===== config.mk =====
export PLATFORM = sky130hd
export DESIGN_NAME = serial_add_ctrl
export DESIGN_NICKNAME = d
export VERILOG_FILES = /design/src/rtl/serial_add_ctrl.sv
export SDC_FILE = /design/constraint.sdc
export NUM_CORES = 1
export LEC_CHECK = 0
export ABC_AREA = 1
export CAP_MARGIN = 5
export CORE_AREA = 2 2 58 60
export DETAILED_ROUTE_END_ITERATION = 10
export DIE_AREA = 0 0 60 62
export PLACE_DENSITY = 0.76
export SLEW_MARGIN = 10
export SYNTH_ARGS = -nofsm -noshare
export SYNTH_HDL_FRONTEND = slang
export SYNTH_SLANG_ARGS = --single-unit

===== constraint.sdc =====
create_clock -name clk -period 1.5 [get_ports clk]
set_input_delay 0.3 -clock clk [delete_from_list [all_inputs] [get_ports clk]]
set_output_delay 0.3 -clock clk [all_outputs]
set_load 0.05 [all_outputs]

===== src/rtl/serial_add_ctrl.sv =====
// serial_add_ctrl
// ---------------
// Sequencing controller for the bit-serial adder datapath. A start request in
// IDLE captures two WIDTH-bit operands. The operands are then added one bit
// per clock, LSB first, through a single registered carry. After WIDTH
// bit-cycles the registered sum and carry-out are presented and done pulses
// for one cycle.
//
// Optional feature macro: SERIAL_SUB_EN
//   When defined, a 'sub' port exists. With sub=1 the block computes a-b
//   (two's complement: ~b with carry-in 1), and cout=1 means "no borrow".
//
// Ports
//   clk    in   system clock, rising edge
//   rst    in   asynchronous active-high reset, clears all state
//   start  in   begin an operation (sampled only in IDLE)
//   a, b   in   WIDTH-bit operands, captured on the accepting edge
//   sub    in   subtract select (only with SERIAL_SUB_EN)
//   busy   out  high in SHIFT and DONE
//   done   out  one-cycle pulse while in DONE
//   sum    out  WIDTH-bit result, held until the next accept
//   cout   out  final carry, held together with sum
module serial_add_ctrl #(
  parameter int WIDTH = 8
) (
  input  logic             clk,
  input  logic             rst,
  input  logic             start,
  input  logic [WIDTH-1:0] a,
  input  logic [WIDTH-1:0] b,
`ifdef SERIAL_SUB_EN
  input  logic             sub,
`endif
  output logic             busy,
  output logic             done,
  output logic [WIDTH-1:0] sum,
  output logic             cout
);

  localparam int CW = $clog2(WIDTH);
  localparam logic [CW-1:0] LAST = CW'(WIDTH - 1);

  typedef enum logic [1:0] {
    IDLE  = 2'd0,
    SHIFT = 2'd1,
    DONE  = 2'd2
  } state_t;

  state_t           state;
  state_t           state_nxt;
  logic [WIDTH-1:0] sa;
  logic [WIDTH-1:0] sb;
  logic             carry;
  logic [CW-1:0]    cnt;
  logic             last_bit;
  logic [1:0]       fa_out;
  logic [WIDTH-1:0] b_load;
  logic             cin_load;

  // One-bit full adder: returns {carry_out, sum_bit}.
  function automatic logic [1:0] full_add(input logic x, input logic y, input logic c);
    full_add = {(x & y) | (x & c) | (y & c), x ^ y ^ c};
  endfunction

`ifdef SERIAL_SUB_EN
  // Subtraction is a + ~b + 1, so only the loaded B and the carry-in change.
  assign b_load   = sub ? ~b : b;
  assign cin_load = sub;
`else
  assign b_load   = b;
  assign cin_load = 1'b0;
`endif

  assign last_bit = (cnt == LAST);
  assign fa_out   = full_add(sa[0], sb[0], carry);
  assign busy     = (state != IDLE);
  assign done     = (state == DONE);

  always_ff @(posedge clk or posedge rst) begin
    if (rst) state <= IDLE;
    else     state <= state_nxt;
  end

  always_comb begin
    state_nxt = state;
    case (state)
      IDLE:    if (start) state_nxt = SHIFT;
      SHIFT:   if (last_bit) state_nxt = DONE;
      DONE:    state_nxt = IDLE;
      default: state_nxt = IDLE;
    endcase
  end

  // Load on accept, then one bit per edge. The counter holds at WIDTH-1 on
  // the final bit so it never wraps; it is reloaded on every accept.
  always_ff @(posedge clk or posedge rst) begin
    if (rst) begin
      sa    <= '0;
      sb    <= '0;
      carry <= 1'b0;
      cnt   <= '0;
      sum   <= '0;
      cout  <= 1'b0;
    end else begin
      case (state)
        IDLE: begin
          if (start) begin
            sa    <= a;
            sb    <= b_load;
            carry <= cin_load;
            cnt   <= '0;
            sum   <= '0;
            cout  <= 1'b0;
          end
        end
        SHIFT: begin
          carry <= fa_out[1];
          sa    <= sa >> 1;
          sb    <= sb >> 1;
          sum   <= {fa_out[0], sum[WIDTH-1:1]};
          if (last_bit) cout <= fa_out[1];
          else          cnt  <= cnt + CW'(1);
        end
        default: ;
      endcase
    end
  end

endmodule


# --- Yosys cells after proc, flatten, opt, wreduce, memory -nomap -nowiden ---
# Index checks and enable logic that the tools add are counted.
# Widths: inputs -> output; s select.
word_totals:
  reg_bits: 31
  latch_bits: 0
  ramBits: 0
  mem_bits_ro: 0
  output_inout_bits: 11
  wordCells: 44
  memories: 0
classes:
  n_addsub: 1
  mul: 0
  div_mod_pow: 0
  n_lt_le_gt_ge: 0
  eq_ne: 6
  n_shift: 0
  mux: 16
  n_bitwise: 7
  reduce_logical: 7
ops:
  columns: ["cell", "count"]
  rows:
  - ["$pmux 8 s2", 3]
  - ["$mux 8", 3]
  - ["$mux 3", 2]
  - ["$ne 2x2->1 const B", 3]
  - ["$pmux 3 s2", 1]
  - ["$reduce_and 3->1", 2]
  - ["$mux 2", 2]
  - ["$pmux 1 s2", 2]
  - ["$pmux 2 s2", 1]
  - ["$reduce_and 2->1", 2]
  - ["$reduce_bool 2->1", 2]
  - ["$add 3x1->3 const B", 1]
  - ["$and 1x1->1", 3]
  - ["$eq 3x3->1 const B", 1]
  - ["$eq 2x1->1 const B", 1]
  - ["$eq 2x2->1 const B", 1]
  - ["$logic_not 2->1", 1]
  - ["$mux 1", 2]
  - ["$or 1x1->1", 2]
  - ["$xor 1x1->1", 2]

# --- Longest topological paths before layout ---
logic_depth:
  ltp_word: 5
  mapped_depth: 7
  ltp_nobuf: 6

# --- Worst setup path before layout ---
# Ideal clock, no wire load.
synth_path:
  path_type: "register -> output"
  startpoint: "reg state[0]"
  endpoint: "out done"
  arrival_time_ns: 1.349
  t_required_ns: 1.200
  path_slack_ns: -0.149
  stages_incl_launch_ff: 4
  path_buffers: 2
  cell_sequence: "dfrtp_1 -> buf_6 -> clkbuf_1 -> nor2_1"
synth_between:
  elab_chain_len: 1
synth_lines:
  columns: ["item", "line", "text"]
  rows:
  - ["start: declaration", "49", "state_t state;"]
  - ["start signal: assignment", "81", "else state <= state_nxt;"]
  - ["$eq 2x2->1", "77", "assign done = (state == DONE);"]
  - ["end: declaration", "35", "output logic done,"]
# No other way between the ends.

# --- Final worst setup path ---
layout_path:
  startpoint: "reg state[0]"
  endpoint: "out busy"
layout_between:
  elab_chain_len: 1
layout_lines:
  columns: ["item", "line", "text"]
  rows:
  - ["$reduce_bool 2->1", "76", "assign busy = (state != IDLE);"]
  - ["end: declaration", "34", "output logic busy,"]
# No other way between the ends.

==> results.py <==
metrics = {
    "die": {
        "dieArea_um2": 3720,
        "core_area_um2": 3180,
        "start_util_pct": 47.4,
        "chipWidth_um": 60,
        "io_pins": 30,
        "die-height_um": 62,
        "rows": 21,
    },
    "placement": {
        "dpl_cell_area_um2": 1990,
        "io_buffer_count": 29,
        "dp_slack_ns": 0.100,
        "post-place-cells": 264,
        "gp_congestion": 0.746,
        "hpwlAfterDp_mm": 2.21,
    },
    "setup_path": {
        "crit_chain": "nor2_4 -> inv_2 -> buf_12",
        "start_kind": "flip-flop",
        "critPathKind": "reg -> out",
        "arrival_ns": 1.14,
        "cp-end-kind": "primary output",
        "crit_family": "flip-flops",
        "path_depth": 3,
        "r2r_cells": 6,
        "crit_slowest_cell": "dfrtp_2",
        "path_max_fanout": 4,
        "crit_required_ns": 1.20,
        "crit_buf_inv": 2,
        "slowest_delay_ns": 0.46,
    },
    "power_and_ir_drop": {
        "switchingPower_uw": 1890,
        "clkPwrFrac_pct": 12.6,
        "power_frac_comb_pct": 52.7,
        "p_sw_share_pct": 43.2,
        "p_leak_uw": 0.00109,
        "powerDensity_nw_per_um2": 2110,
        "ir_worst_vdd_mv": 0.893,
        "p_int_uw": 2490,
        "seqPwrFrac_pct": 34.6,
    },
    "synthesis": {
        "synth_top_family_by_area": "simple AND/OR/NAND/NOR gates",
        "yosysSeqAreaShare_pct": 51.5,
        "synth_fp_nets": 213,
        "ys_ff_latch": 31,
        "synthesis.area_um2": 1510,
        "netlist_instances": 190,
        "synth-compound-area-share_pct": 1.08,
        "yosys.area_share.adder_pct": 3.82,
        "synth_xor_area_share_pct": 0,
        "yosys_warnings": 0,
        "synthMuxAreaShare_pct": 0,
        "synth.distinct_cells": 15,
        "syn_avg_cell_area_um2": 7.94,
        "synth-simple-area-share_pct": 37.5,
    },
    "route": {
        "drcViolationCount": 0,
        "wire_per_inst_um": 11.4,
        "firstDrtPassIters": 5,
        "viasPerCell": 4.83,
        "drtAntennaViolNets": 0,
        "first_iter_violations": 45,
        "vias": 1319,
        "wirelength_mm": 3.12,
    },
    "global_route": {
        "grt_max_degree": 32,
        "antenna_found_initial": 0,
        "grt_pass1_vias": 1173,
        "track_usage_pct": 19.5,
        "overflow": 0,
        "grt_pass1_wl_mm": 5.23,
    },
    "cells_and_area": {
        "nets": 249,
        "layout-drive-gt1-share_pct": 16.3,
        "area_growth_pct": 37.8,
        "antenna_cells": 0,
        "fillers": 266,
        "final_cells": 273,
        "stdcell_area_um2": 2080,
    },
    "timing": {
        "tightest_slew_ns": 0.276,
        "slew_headroom_pct": 81.5,
        "setup_viol": 0,
        "hold_viol": 0,
        "rsz0062_at_grt": "true",
        "fin_setup_tns_ns": 0,
        "slew_violations": 0,
        "fin_ws_ns": 0.0551,
        "fmax_mhz": 692,
        "period_needed_ns": 1.44,
        "finalCritPeriodShare_pct": 96.3,
        "skew_ns": 0.00698,
    },
    "clock_tree": {
        "htree_levels": 2,
        "clock_path_buffers": 2,
        "cts_tree": "yes",
        "clk_pin_slew_worst_paths_ns": 0.10,
        "root_buffer": "clkbuf_4",
        "numCtsBuffers": 5,
        "cts.sinks": 31,
        "insertion_delay_ns": 0.34,
    },
    "status": {
        "status": "completed",
    },
    "flow_run": {
        "drv_cap": 0,
    },
    "worst_hold_path": {
        "hold_class": "in -> async",
    },
}
-- through the flow --
stage	utilization [%]	hold slack, ns	power, uW
global route	65.4	0.284	4740
global placement	62.5	0.463	3740
CTS	64.9	0.287	4380
floorplan	-	0.404	2920
finish	65.4	0.292	4390
detailed placement	62.5	0.466	3810
-- per-layer routing --
layer / part of all wire (%) / track usage [%]
met5: 0 / 0
met4: 1.3 / 9.52
met3: 3.4 / 6.83
met2: 48 / 28.7
met1: 47 / 25.8
-- cells by family (layout without fill, tap and decap cells) --
family | count (synthesis) | count (layout)
AO/OA/AOI/OAI | 1 | 1
adder cells (fa/ha/maj) | 4 | 4
buffers and inverters | 17 | 54
flip-flops | 31 | 31
AND/OR/NAND/NOR | 137 | 137
-- worst min-delay path, stage by stage --
cell	delay (ns)
clkdlybuf4s50_1	0.40
inv_1	0.10
buf_12	0.20
-- cell usage after synthesis --
master,count,area (um2)
nor2_1,3,11.3
nand2_2,1,6.26
ha_1,3,37.5
inv_1,5,18.8
nand2_1,98,368
inv_2,1,3.75
dfrtp_1,31,776
clkbuf_1,2,7.51
nand3_1,31,155
buf_6,2,22.5
buf_2,5,25.0
buf_4,2,15.0
o21ai_4,1,16.3
fa_1,1,20.0
nand4_1,4,25.0
-- state kept, by name, indices dropped and copies added (netlist names) --
signal and flops:
carry 1, sum 8, cout 1, cnt 3
sb 8, state 2, sa 8
-- worst paths after layout --
kind | from | to | slack, ns
max in group asynchronous | rst | sb[5]$_DFFE_PP0P_ | 1.04
max reg2reg | cnt[0]$_DFFE_PP0P_ | cnt[2]$_DFFE_PP0P_ | 0.21
max | state[0]$_DFFE_PP0P_ | busy | 0.06
min | rst | state[1]$_DFFE_PP0P_ | 0.29
min in group clk | sa[6]$_DFFE_PP0P_ | sa[6]$_DFFE_PP0P_ | 0.49
min reg2reg | sa[6]$_DFFE_PP0P_ | sa[6]$_DFFE_PP0P_ | 0.49
-- what timing repair did --
action / 4_1_cts / 5_1_grt
pin swaps: 0 / 1
gates resized for setup: 3 / 4
buffers inserted: 0 / 1
endpoints found under the setup margin: 2 / 2
hold buffers: 0 / 0
-- power by group through the flow --
stage | logic [uW] | registers (uW) | clock network (uW)
2_1_floorplan | 1170 | 1750 | 0
3_3_place_gp | 2240 | 1500 | 0
3_5_place_dp | 2300 | 1510 | 0
4_1_cts | 2300 | 1510 | 570
5_1_grt | 2560 | 1570 | 614
6_report | 2310 | 1520 | 555
-- cells in the final DEF (no fill, tap or decap) --
cell / count
nand2_1: 98
nand3_1: 31
dfrtp_1: 30
clkdlybuf4s50_1: 18
buf_12: 12
buf_4: 10
clkbuf_4: 5
nand4_1: 4
inv_1: 3
ha_1: 3
nor2_4: 2
inv_2: 2
clkbuf_8: 2
inv_4: 1
nand2_2: 1
o21ai_4: 1
nor2_1: 1
fa_1: 1
clkbuf_1: 1
dfrtp_2: 1
-- layout make-up --
| cell class | instances | area (um2) | area share, % |
|---|---|---|---|
| repair buffers | 40 | 495 | 23.8 |
| well taps | 46 | 57.6 | 2.77 |
| multi-input cells | 142 | 654 | 31.5 |
| clock buffers | 8 | 68.8 | 3.31 |
| flip-flops and latches | 31 | 777 | 37.4 |
| inverters | 6 | 25.0 | 1.20 |
Power figures use the tool's default switching activity.
